`src/rtl/fifo_pkg.sv`:
```
// fifo_pkg: shared FIFO defaults and Gray-code helpers for both pointer domains
package fifo_pkg;
  localparam int ADDRSIZE = 3;
  localparam int DSIZE = 8;
  function automatic logic [31:0] bin2gray(input logic [31:0] b);
    return b ^ (b >> 1);
  endfunction
  function automatic logic [31:0] gray2bin(input logic [31:0] g);
    logic [31:0] b;
    b = g;
    for (int i = 1; i < 32; i++) b = b ^ (g >> i);
    return b;
  endfunction
endpackage

```
`src/rtl/sync_w2r.sv`:
```
// sync_w2r: two-flop synchroniser bringing the Gray write pointer into rclk
module sync_w2r #(
  parameter int W = 4
) (
  input  logic         rclk,
  input  logic         rrst_n,
  input  logic [W-1:0] wptr,
  output logic [W-1:0] rq2_wptr
);
  logic [W-1:0] rq1_q, rq2_q;
  // Only one Gray bit changes per write, so each flop sees at most one bit in flight
  always_ff @(posedge rclk) begin
    if (!rrst_n) begin
      rq1_q <= '0;
      rq2_q <= '0;
    end else begin
      rq1_q <= wptr;
      rq2_q <= rq1_q;
    end
  end
  assign rq2_wptr = rq2_q;
endmodule

```
`src/rtl/fifo_rd_ctrl.sv`:
```
// fifo_rd_ctrl: read-side pointer, empty flag and valid/ready output stage with a 1-entry skid
module fifo_rd_ctrl
  import fifo_pkg::*;
#(
  parameter int ADDRSIZE = fifo_pkg::ADDRSIZE,
  parameter int DSIZE    = fifo_pkg::DSIZE
) (
  input  logic                rclk,
  input  logic                rrst_n,
  input  logic [ADDRSIZE:0]   wptr,
  output logic [ADDRSIZE:0]   rptr,
  output logic [ADDRSIZE-1:0] raddr,
  output logic                ren,
  input  logic [DSIZE-1:0]    rdata_in,
  output logic [DSIZE-1:0]    rd_data,
  output logic                rd_valid,
  input  logic                rd_ready,
  output logic                rempty,
  output logic [ADDRSIZE:0]   rlevel
);
  localparam int PW = ADDRSIZE + 1;
  logic [PW-1:0]    rq2_wptr;
  logic [PW-1:0]    rbin_q, rbin_d, rptr_q, rgray_d, rlevel_q, rlevel_d;
  logic             rempty_q, rempty_d, pend_q;
  logic             rd_valid_q, rd_valid_d, skid_valid_q, skid_valid_d;
  logic             pop, skid_load;
  logic [1:0]       occ;
  logic [DSIZE-1:0] rd_data_q, rd_data_d, skid_q, skid_d;

  sync_w2r #(.W(PW)) u_sync (
    .rclk     (rclk),
    .rrst_n   (rrst_n),
    .wptr     (wptr),
    .rq2_wptr (rq2_wptr)
  );

  // Pointer/empty next state: a read is issued only when the output stage has room for its data
  always_comb begin
    occ      = 2'(pend_q) + 2'(rd_valid_q) + 2'(skid_valid_q);
    pop      = rd_valid_q & rd_ready;
    ren      = !rempty_q & ((occ < 2'd2) | ((occ == 2'd2) & pop));
    rbin_d   = rbin_q + PW'(ren);
    rgray_d  = PW'(bin2gray(32'(rbin_d)));
    rempty_d = rgray_d == rq2_wptr;
    rlevel_d = PW'(gray2bin(32'(rq2_wptr))) - rbin_d;
  end

  // Output stage: RAM data lands in rd_data when it is free or draining, otherwise parks in the skid
  always_comb begin
    skid_load    = pend_q & rd_valid_q & (!pop | skid_valid_q);
    rd_valid_d   = pop ? (skid_valid_q | pend_q) : (rd_valid_q | pend_q);
    rd_data_d    = (pop & skid_valid_q) ? skid_q :
                   (pend_q & (!rd_valid_q | pop)) ? rdata_in : rd_data_q;
    skid_valid_d = skid_load ? 1'b1 : pop ? 1'b0 : skid_valid_q;
    skid_d       = skid_load ? rdata_in : skid_q;
  end

  // State registers; reset discards in-flight RAM data and the skid contents
  always_ff @(posedge rclk) begin
    if (!rrst_n) begin
      rbin_q       <= '0;
      rptr_q       <= '0;
      rempty_q     <= 1'b1;
      rlevel_q     <= '0;
      pend_q       <= 1'b0;
      rd_valid_q   <= 1'b0;
      skid_valid_q <= 1'b0;
      rd_data_q    <= '0;
      skid_q       <= '0;
    end else begin
      rbin_q       <= rbin_d;
      rptr_q       <= rgray_d;
      rempty_q     <= rempty_d;
      rlevel_q     <= rlevel_d;
      pend_q       <= ren;
      rd_valid_q   <= rd_valid_d;
      skid_valid_q <= skid_valid_d;
      rd_data_q    <= rd_data_d;
      skid_q       <= skid_d;
    end
  end

  assign rptr     = rptr_q;
  assign raddr    = rbin_q[ADDRSIZE-1:0];
  assign rd_data  = rd_data_q;
  assign rd_valid = rd_valid_q;
  assign rempty   = rempty_q;
  assign rlevel   = rlevel_q;
endmodule
```
`config.mk`:
```
export PLATFORM = sky130hd
export DESIGN_NAME = fifo_rd_ctrl
export DESIGN_NICKNAME = d
export VERILOG_FILES = /design/src/rtl/fifo_pkg.sv /design/src/rtl/sync_w2r.sv /design/src/rtl/fifo_rd_ctrl.sv
export SDC_FILE = /design/constraint.sdc
export NUM_CORES = 1
export LEC_CHECK = 0
export BUFFER_PORTS_ARGS = -buffer_cell sky130_fd_sc_hd__buf_2
export CORE_UTILIZATION = 45
export DETAILED_ROUTE_END_ITERATION = 10
export GPL_TIMING_DRIVEN = 0
export HOLD_SLACK_MARGIN = 0.03
export MAX_ROUTING_LAYER = met4
export PLACE_DENSITY = 0.76
export SETUP_SLACK_MARGIN = 0.2
export SYNTH_ARGS = -nofsm -noshare
export SYNTH_HDL_FRONTEND = slang
export SYNTH_SLANG_ARGS = --single-unit
```
`constraint.sdc`:
```
create_clock -name rclk -period 4.65 [get_ports rclk]
set_clock_uncertainty 0.05 [all_clocks]
set_input_delay 0.465 -clock rclk [delete_from_list [all_inputs] [get_ports rclk]]
set_output_delay 0.465 -clock rclk [all_outputs]
set_load 0.1 [all_outputs]
```
==> impl_results.md, run 1 <==
- Yosys cell types: 37
- Clk pin slew, worst setup/hold paths: 0.07 ns
- Setup TNS: 0 ns
- Fin crit share: 0.793
- Slew Limit Fails: 0
- Largest cells by area after synthesis: dfxtp_1, mux2i_1, nor2_1
- Slew HR: 0.658
- Via count: 1245
- P_leak: 0.954 nW
- Num CTS Buffers: 5
- Die width: 63.4 um
- Setup crit end kind: register
- Crit Path Max Fanout: 6
- Least-Margin Pin Slew: 0.513 ns
- GP Congestion: 0.758
- Max Cap Viol: 0
- Initial antenna violation count: 0
- Clock Tree Root: clkbuf_8
- Die H: 63.4 um
- Total setup buffers inserted after CTS: 0
- Reg-to-reg startpoint: skid_valid_q
- Post-synth net total: 186
- Area leader, netlist: dfxtp_1
- Vias per cell: 4.88
- Post-synthesis instance area: 0.00170 sq mm
- Clock period minus worst slack: 3.69 ns
- Crit path arrival time: 3.79 ns
- Final Worst Setup Slack: 0.964 ns
- # port buffers: 36
- Seq/Total Area, Yosys: 0.461
- # IOs: 37
- Placed Area: 0.00195 sq mm
- Status: completed
- Worst setup path start: skid_valid_q
- Gr usage total: 0.173
- VDD IR max: 0.366 mV
- Worst setup SP type: register
- Power Density: 666 mW/mm^2
- Clk_lat worst skew: 0.29 ns
- Die Area: 0.00402 sq mm
- Htree depth: 2
- Antenna Nets Post-Route: 0
- Rows: 21
- Commonest cells after routing, fill and taps aside: buf_2, dfxtp_1, nor2_1
- Core Box Area: 0.00347 sq mm
- F_max: 271 MHz
- HPWL after DPL: 2250 um
- Top_reg_cell synth: dfxtp_1
- CTS tree: done
- # clock sinks: 39
- Setup-failing EPs final: 0
- Synthesis warning total: 0
- Number of global-route vias before repair: 1189
- Final hold vios: 0
- Antenna cells: 0
- Post-place setup slack: 0.950 ns
- Starting Density: 0.489
- First-pass GRT wire length: 5180 um
- Hold_buf cts: 0
- WL final: 3080 um
- CTS Buffer Depth: 2
- Reg-to-reg setup timing slack: 0.96 ns
- Number of flops mapped to enable cells by yosys: 0
- Layout cells sized above 1: 0.263
- Worst hold path type: in -> reg
- RSZ-0062 raised after global routing: no
- Nets: 229
- CP required: 4.75 ns
- Total gr overflow: 0
- Util after Layout: 0.590
- Synthesis-stage register bit count: 39
- Hold Startpoint: wptr[2]
- Average size of a mapped cell: 10.3 sq um
- Largest net degree at the start of global routing: 12
- Share of the synthesized area in the top cell type: 0.461
- Asr flop ratio synth: 0
- Post-CTS sizing: 0
- Worst Path Class, Setup: reg -> reg
- Initial DRT Pass Iterations: 4
- Wirelength per Cell: 12.1 um
- First DRT Iteration DRCs: 18
- DRC: 0
- Layout area overhead: 20.7%
- Finished Cell Area: 0.00205 sq mm
- Post-Syn Instances: 165
==> power breakdown <==
| part | switching (W) | total, W | internal, W |
|---|---|---|---|
| Combinational | 0.000533 | 0.000689 | 0.000156 |
| Sequential | 0.0000356 | 0.000427 | 0.000392 |
| Clock | 0.000111 | 0.000246 | 0.000135 |
==> layout make-up <==
class	count	area (sq um)
fill	335	1420
clock buffer	8	100
tap	46	57.6
inverter	6	22.5
sequential	39	782
buffer	6	32.5
multi-input combinational	114	871
timing repair buffer	36	180
==> path summary, 6_finish.rpt <==
path / end / depth (start not counted)
setup reg to reg: rlevel[3] / 12
setup / recovery: rlevel[3] / 12
hold reg to reg: u_sync.rq2_wptr[0] / 1
hold / removal: u_sync.rq1_q[2] / 2
==> worst max-delay path, stage by stage (launching register included) <==
cell,delay (ns)
dfxtp_1,0.45
fa_1,0.44
or3_1,0.36
a21oi_4,0.18
ha_1,0.24
ha_1,0.22
xor2_1,0.31
inv_1,0.15
ha_1,0.38
nor2b_1,0.15
a311oi_1,0.34
a31o_2,0.21
a21oi_1,0.05
==> logic make-up after synthesis <==
kind of cell | count (synthesis) | synth area share
fa+ha+maj | 6 | 0.0487
simple gates | 55 | 0.167
mux | 17 | 0.100
xor+xnor | 13 | 0.0959
buf+inv | 12 | 0.0325
compound gates | 23 | 0.0952
flops | 39 | 0.461
==> synthesized netlist by cell type (all sizes together), types with 3 or more instances <==
| cell type | count |
|---|---|
| dfxtp | 39 |
| nor2 | 26 |
| mux2i | 17 |
| and2 | 14 |
| a211oi | 8 |
| a21oi | 7 |
| ha | 5 |
| inv | 5 |
| xnor2 | 5 |
| xor2 | 5 |
| buf | 3 |
| clkbuf | 3 |
| o21ai | 3 |
==> routing by layer <==
| metal | part of all wire | vias to the layer above | GRT usage | routed length (um) |
|---|---|---|---|---|
| met4 | 0.020 | 0 | 0.0938 | 63 |
| met3 | 0.038 | 7 | 0.0453 | 117 |
| li1 | - | 652 | - | - |
| met1 | 0.48 | 565 | 0.204 | 1470 |
| met5 | 0 | - | - | 0 |
| met2 | 0.46 | 21 | 0.269 | 1430 |
==> registers in the layout, summed over array words and instances, names as in the netlist <==
name and count:
pend_q 1, rbin_q 3, rd_data 8, rd_valid 1
rempty 1, rlevel 4, rptr 4, skid_q 8
skid_valid_q 1, u_sync.rq1_q 4, u_sync.rq2_wptr 4
==> per-stage QoR <==
stage | total power (W) | hold slack, ns | std cells
6_report | 0.00136 | 0.329 | 255
5_1_grt | 0.00143 | 0.323 | 255
4_1_cts | 0.00138 | 0.322 | 255
3_5_place_dp | 0.00113 | 0.368 | 247
3_3_place_gp | 0.00112 | 0.364 | 247
2_1_floorplan | 0.00102 | 0.362 | 165
No activity file was read; power rests on OpenSTA's default activity.
==> inputs of run 2 (changes only) <==
ABC_AREA = 1   (was unset)
clock period = 3.85 ns   (was 4.65 ns; I/O delays follow)
==> run 2 against run 1 <==
Area after synthesis rose by 2.2%. Count of clock-buffer cells in the layout decreased by 2. Combinational power up 22%. Maximum frequency rose by 35%. Sequential share of layout area fell by 0.16 points. Critical endpoint unchanged. Largest power group unchanged.
==> impl_results.md, run 2 <==
- Worst setup SP type: register
- Num CTS Buffers: 5 (unchanged)
- Worst setup path start: pend_q
- Final hold vios: 0 (unchanged)
- Setup crit end kind: register
- Antenna Nets Post-Route: 0 (unchanged)
- CP max stage delay: 0.45 ns (about the same)
- # port buffers: 36 (unchanged)
- Clk_lat worst skew: 0.28 ns (about the same)
- Area share of fa/ha/maj cells after synthesis: 0.0477 (-0.00106)
- Slowest-stage cell, CP: fa_1
- Vias per cell: 4.55 (-6.8%)
- Synthesis-stage register bit count: 39 (unchanged)
- GP Congestion: 0.828 (+9.2%)
- Top_reg_cell synth: dfxtp_1
- Asr flop ratio synth: 0 (unchanged)
- Worst hold path type: in -> reg
- DRC: 0 (unchanged)
- Initial antenna violation count: 0 (unchanged)
- Hold Startpoint: wptr[3]
- Post-synthesis instance area: 0.00173 sq mm (+2.2%)
- CP required: 4.01 ns (-0.74 ns)
- Rows: 22 (+4.8%)
- Die width: 64.1 um (+1.1%)
- F_max: 366 MHz (+35%)
- CP most frequent cell: ha_1
- Fillers: 369 (+10%)
- Nets: 280 (+22%)
- Clk pin slew, worst setup/hold paths: 0.07 ns (about the same)
- Total setup buffers inserted after CTS: 0 (unchanged)
- Fraction of synthesized cell area in xor and xnor cells: 0.0578 (-0.0382)
- Worst Reg-to-Reg Cells: 15 (+3)
- Compound-cell area share of the yosys netlist: 0.0823 (-0.0129)
- # clock sinks: 39 (unchanged)
- Starting Density: 0.470 (-0.0190)
- # IOs: 37 (unchanged)
- Hold depth: 3 (+1)
- Average size of a mapped cell: 8.02 sq um (-22%)
- Mux cell area share after synthesis: 0 (-0.100)
- Simple-gate share of the synthesized area: 0.259 (+0.0924)
- Setup TNS: 0 ns (unchanged)
- First-pass GRT wire length: 5400 um (+4.3%)
- Commonest non-fill, non-tap cell in the layout: nand2_1
- Final Worst Setup Slack: 1.12 ns (+0.157 ns)
- Die Area: 0.00410 sq mm (+2.1%)
- VDD IR max: 0.540 mV (+48%)
- Worst Path Class, Setup: reg -> reg
- Reg-to-reg startpoint: pend_q
- Crit path arrival time: 2.89 ns (-0.90 ns)
- Most common library cells after synthesis: nand2_1, dfxtp_1, inv_1
- Status: completed
- Util after Layout: 0.557 (-0.0328)
- Gr usage total: 0.178 (+0.00489)
- Htree depth: 2 (unchanged)
- Layout cells sized above 1: 0.229 (-0.0345)
- Synthesis warning total: 0 (unchanged)
- Power Density: 780 mW/mm^2 (+17%)
- Number of global-route vias before repair: 1226 (+3.1%)
- Post-Syn Instances: 216 (+31%)
- HPWL after DPL: 2270 um (+0.95%)
- Fin crit share: 0.709 (-0.0838)
- CTS Buffer Depth: 2 (unchanged)
- WL final: 3070 um (-0.36%)
- Initial DRT Pass Iterations: 4 (unchanged)
- Core Box Area: 0.00369 sq mm (+6.3%)
- Hold Slack: 0.229 ns (-0.100 ns)
- RSZ-0062 raised after global routing: no
- Crit-path cells: fa_1, o21a_1, nor2_4, ha_1, ha_1, inv_1, nand2_1, nand2_2, ha_1, inv_1, nor2_1, nand3_1, nand3_1, nand2_1, nor2_1
- Commonest cells after routing, fill and taps aside: nand2_1, dfxtp_1, buf_2
- Slew Limit Fails: 0 (unchanged)
- Number of flops mapped to enable cells by yosys: 0 (unchanged)
- Via count: 1392 (+12%)
- P_leak: 1.12 nW (+17%)
- Clock Tree Root: clkbuf_8
- FF+latch area: 782 sq um (unchanged)
- Share of the synthesized area in the top cell type: 0.451 (-0.00998)
- Most numerous cell in the Yosys netlist: nand2_1
- Setup-failing EPs final: 0 (unchanged)
- Max Cap Viol: 0 (unchanged)
- Largest family of logic cells by synthesized area: simple AND/OR/NAND/NOR gates
- Clock period minus worst slack: 2.73 ns (-0.957 ns)
- Largest cells by area after synthesis: dfxtp_1, nand2_1, inv_1
- Post-place setup slack: 1.13 ns (+0.181 ns)
- Yosys cell types: 26 (-30%)
- Largest net degree at the start of global routing: 11 (-1)
- Antenna cells: 0 (unchanged)
- Total gr overflow: 0 (unchanged)
- First DRT Iteration DRCs: 52 (+34)
- Seq/Total Area, Yosys: 0.451 (-0.00998)
- Wirelength per Cell: 10.0 um (-17%)
- Post-CTS sizing: 0 (unchanged)
- Hold_buf cts: 0 (unchanged)
- Least-Margin Pin Slew: 0.486 ns (-0.0267 ns)
- Slew HR: 0.678 (+0.0200)
- Die H: 64.1 um (+1.1%)
- Crit Path Max Fanout: 6 (unchanged)
- Layout area overhead: 18.6%
- Post-synth net total: 237 (+27%)
- Area leader, netlist: dfxtp_1
- Footprint of the multi-input gates: 782 sq um (-10%)
- CTS tree: done
==> run 2: cell count changes after synthesis, sizes merged, moves of 8 or more <==
| cell | before | now |
|---|---|---|
| mux2i | 17 | 0 |
| inv | 5 | 35 |
| and2 | 14 | 0 |
| o211ai | 0 | 8 |
| nand2 | 2 | 55 |
| a211oi | 8 | 0 |
| nand3 | 2 | 15 |
==> run 2: worst paths after layout <==
| path | slack, ns | to |
|---|---|---|
| worst max-delay path | 1.12 | rlevel[3] |
| worst max register to register | 1.12 | rlevel[3] |
| worst min-delay path | 0.23 | u_sync.rq1_q[3] |
| worst min register to register | 0.36 | u_sync.rq2_wptr[3] |
==> run 2: where the power goes <==
group          switching [W]  leakage (nW)  internal [W]  total [W]
registers          0.0000382         0.320      0.000477   0.000515
clock network       0.000124        0.0371      0.000121   0.000245
logic               0.000660         0.761      0.000183   0.000842
total               0.000822          1.12      0.000780    0.00160
==> run 2: logic make-up after synthesis <==
kind of cell             Yosys count
AND/OR/NAND/NOR                  100
buffers and inverters             40
flip-flops                        39
AO/OA/AOI/OAI                     22
XOR/XNOR                           9
adder cells (fa/ha/maj)            6
==> run 2: critical path, delay by kind of cell (launching register included) <==
family	cells	cell delay [ns]
AO/OA/AOI/OAI	1	0.23
adder cells (fa/ha/maj)	4	1.12
buffers and inverters	2	0.10
flip-flops	1	0.44
AND/OR/NAND/NOR	8	0.72
==> run 2: cell type report <==
| cell class | instances | area share |
|---|---|---|
| Buffer | 4 | 0.0171 |
| Clock buffer | 6 | 0.0353 |
| Inverter | 36 | 0.0694 |
| Multi-Input combinational cell | 137 | 0.381 |
| Sequential cell | 39 | 0.381 |
| Tap cell | 48 | 0.0292 |
| Timing Repair Buffer | 36 | 0.0877 |
==> run 2: metrics by stage <==
stage | total power [W] | instances | area [sq um]
3_3_place_gp | 0.00136 | 300 | 1980
6_report | 0.00160 | 306 | 2050
4_1_cts | 0.00162 | 306 | 2050
2_1_floorplan | 0.00125 | 216 | 1740
3_5_place_dp | 0.00137 | 300 | 1980
5_1_grt | 0.00170 | 306 | 2050
==> run 2: layer usage <==
layer	global-route usage	vias up	share of wire
li1	-	750	-
met1	0.238	601	0.53
met2	0.251	34	0.41
met3	0.0429	7	0.039
met4	0.0852	0	0.021
met5	-	-	0
==> inputs of run 3 (changes only) <==
PLACE_DENSITY = 0.79   (was 0.76)
clock period = 2.25 ns   (was 3.85 ns; I/O delays follow)
==> run 3 against run 2 <==
The flow now finishes with violations (negative setup slack). Critical path type unchanged. Cell area rose by 11%. Register-to-register slack got worse by 1.3 ns. Worst setup slack got worse by 1.3 ns. Largest cell class is now multi-input gates.
==> impl_results.md, run 3 (synthesized netlist as in run 2, its figures left out) <==
- Status: finished, violations left
- Failing checks: negative setup slack
- CTS Buffer Depth: 2 (unchanged)
- Cells after DPL: 300 (unchanged)
- Fin cells: 320 (+4.6%)
- Setup-failing EPs final: 6 (+6)
- VDD IR max: 0.714 mV (+32%)
- # clock sinks: 39 (unchanged)
- Clk pin slew, worst setup/hold paths: 0.07 ns (about the same)
- Die width: 64.1 um (unchanged)
- Power Density: 1360 mW/mm^2 (+74%)
- Worst Path Class, Setup: reg -> reg
- Num CTS Buffers: 5 (unchanged)
- Fin crit share: 1.10 (+0.393)
- Gr usage total: 0.191 (+0.0125)
- Final Worst Setup Slack: -0.228 ns (-1.35 ns)
- Largest net degree at the start of global routing: 12 (+1)
- Layout cells sized above 1: 0.342 (+0.113)
- Layout area overhead: 31.5%
- Htree depth: 2 (unchanged)
- Initial DRT Pass Iterations: 4 (unchanged)
- Worst setup SP type: register
- Wirelength per Cell: 10.9 um (+8.3%)
- DRC: 0 (unchanged)
- Footprint of the multi-input gates: 881 sq um (+13%)
- Number of global-route vias before repair: 1357 (+11%)
- Reg-to-reg startpoint: skid_valid_q
- Initial antenna violation count: 0 (unchanged)
- # IOs: 37 (unchanged)
- F_max: 404 MHz (+10%)
- Reg-to-reg setup timing slack: -0.23 ns (-1.35 ns)
- CP required: 2.42 ns (-1.59 ns)
- Vias per cell: 4.71 (+3.6%)
- Nets: 292 (+4.3%)
- P_leak: 1.18 nW (+5.6%)
- Worst setup path start: skid_valid_q
- HPWL after DPL: 2320 um (+2.2%)
- Commonest cells after routing, fill and taps aside: nand2_1, dfxtp_1, buf_2
- Hold Startpoint: wptr[2]
- Starting Density: 0.470 (unchanged)
- Setup TNS: -0.689 ns (-0.689 ns)
- FF-to-FF End: rlevel[3]
- CTS tree: done
- First DRT Iteration DRCs: 44 (-15%)
- Final hold vios: 0 (unchanged)
- Antenna Nets Post-Route: 0 (unchanged)
- Crit path arrival time: 2.65 ns (-0.24 ns)
- Via count: 1508 (+8.3%)
- Slew HR: 0.675 (-0.00352)
- Clk_lat worst skew: 0.29 ns (about the same)
- WL final: 3480 um (+13%)
- Worst Reg-to-Reg Cells: 15 (unchanged)
- Rows: 22 (unchanged)
- Slew Limit Fails: 0 (unchanged)
- Clock period minus worst slack: 2.48 ns (-0.251 ns)
- Setup crit end kind: register
- Least-Margin Pin Slew: 0.491 ns (+0.00532 ns)
- CP Capture Point: rlevel[3]
- Die H: 64.1 um (unchanged)
- Crit Path Max Fanout: 2 (-4)
- Max Cap Viol: 0 (unchanged)
- FF+latch area: 790 sq um (+0.96%)
- Fillers: 335 (-9.2%)
- Die Area: 0.00410 sq mm (unchanged)
- GP Congestion: 0.817 (-1.4%)
- First-pass GRT wire length: 5770 um (+6.9%)
- Clock Tree Root: clkbuf_8
- Commonest non-fill, non-tap cell in the layout: nand2_1
- Worst hold path type: in -> reg
- # port buffers: 36 (unchanged)
- Total gr overflow: 0 (unchanged)
- Hold_buf cts: 0 (unchanged)
- Antenna cells: 0 (unchanged)
- Core Box Area: 0.00369 sq mm (unchanged)
- RSZ-0062 raised after global routing: yes
==> run 3: cell count changes in the layout (fill, tap and decap cells not counted), sizes merged <==
cell / before / now
buf: 38 / 50
clkbuf: 8 / 9
clkinv: 1 / 2
==> run 3: how the worst min path moves through the flow <==
| stage | slack (ns) | end | depth (start not counted) |
|---|---|---|---|
| finish | 0.07 | u_sync.rq1_q[2] | 3 |
| global route | 0.07 | u_sync.rq1_q[0] | 3 |
| CTS | 0.06 | u_sync.rq1_q[0] | 3 |
| detailed placement | 0.35 | u_sync.rq2_wptr[3] | 2 |
| global placement | 0.34 | u_sync.rq2_wptr[0] | 2 |
| floorplan | 0.27 | u_sync.rq1_q[0] | 2 |
==> run 3: metal layers <==
layer | global-route usage | wire length, um | up-vias
met5 | - | 0 | -
met4 | 0.0767 | 80 | 0
met3 | 0.0482 | 111 | 9
met2 | 0.319 | 1630 | 34
met1 | 0.217 | 1650 | 688
li1 | - | - | 777
==> run 3: power breakdown <==
part / switching (W) / leakage [nW] / internal (W)
clock: 0.000230 / 0.0422 / 0.000217
combinational: 0.00124 / 0.818 / 0.000514
sequential: 0.0000696 / 0.321 / 0.000820
total: 0.00154 / 1.18 / 0.00155
==> run 3: per-stage QoR <==
stage / area [sq um] / util / worst slack [ns] / power [W] / hold WS [ns]
3_5_place_dp: 2050 / 0.556 / -0.356 / 0.00245 / 0.349
5_1_grt: 2280 / 0.618 / -0.340 / 0.00326 / 0.0742
4_1_cts: 2200 / 0.598 / -0.184 / 0.00296 / 0.0615
2_1_floorplan: 1810 / - / -0.854 / 0.00223 / 0.273
3_3_place_gp: 2050 / 0.556 / -0.325 / 0.00243 / 0.342
6_report: 2280 / 0.618 / -0.228 / 0.00309 / 0.0652
==> run 3: repair_timing <==
item / CTS / global route
buffers inserted: 7 / 5
setup endpoints to repair: 8 / 8
gates resized for setup: 8 / 13
pin swaps: 11 / 11
==> run 3: final cells by class <==
| cell class | count | area share |
|---|---|---|
| Buffer | 4 | 0.0154 |
| Tap cell | 48 | 0.0264 |
| Clock inverter | 1 | 0.00220 |
| Sequential cell | 39 | 0.347 |
| Inverter | 36 | 0.0626 |
| Multi-Input combinational cell | 137 | 0.387 |
| Clock buffer | 7 | 0.0335 |
| Timing Repair Buffer | 48 | 0.127 |
==> run 3: worst max-delay path: stages, from the launching register on <==
cell     delay, ns
dfxtp_2       0.34
fa_1          0.46
o21a_1        0.22
nor2_4        0.14
ha_4          0.15
ha_4          0.13
inv_2         0.03
nand2_2       0.07
nand2_4       0.06
ha_4          0.26
inv_2         0.04
nor2_2        0.08
nand3_1       0.11
nand3_1       0.11
nand2_1       0.06
nor2_1        0.10
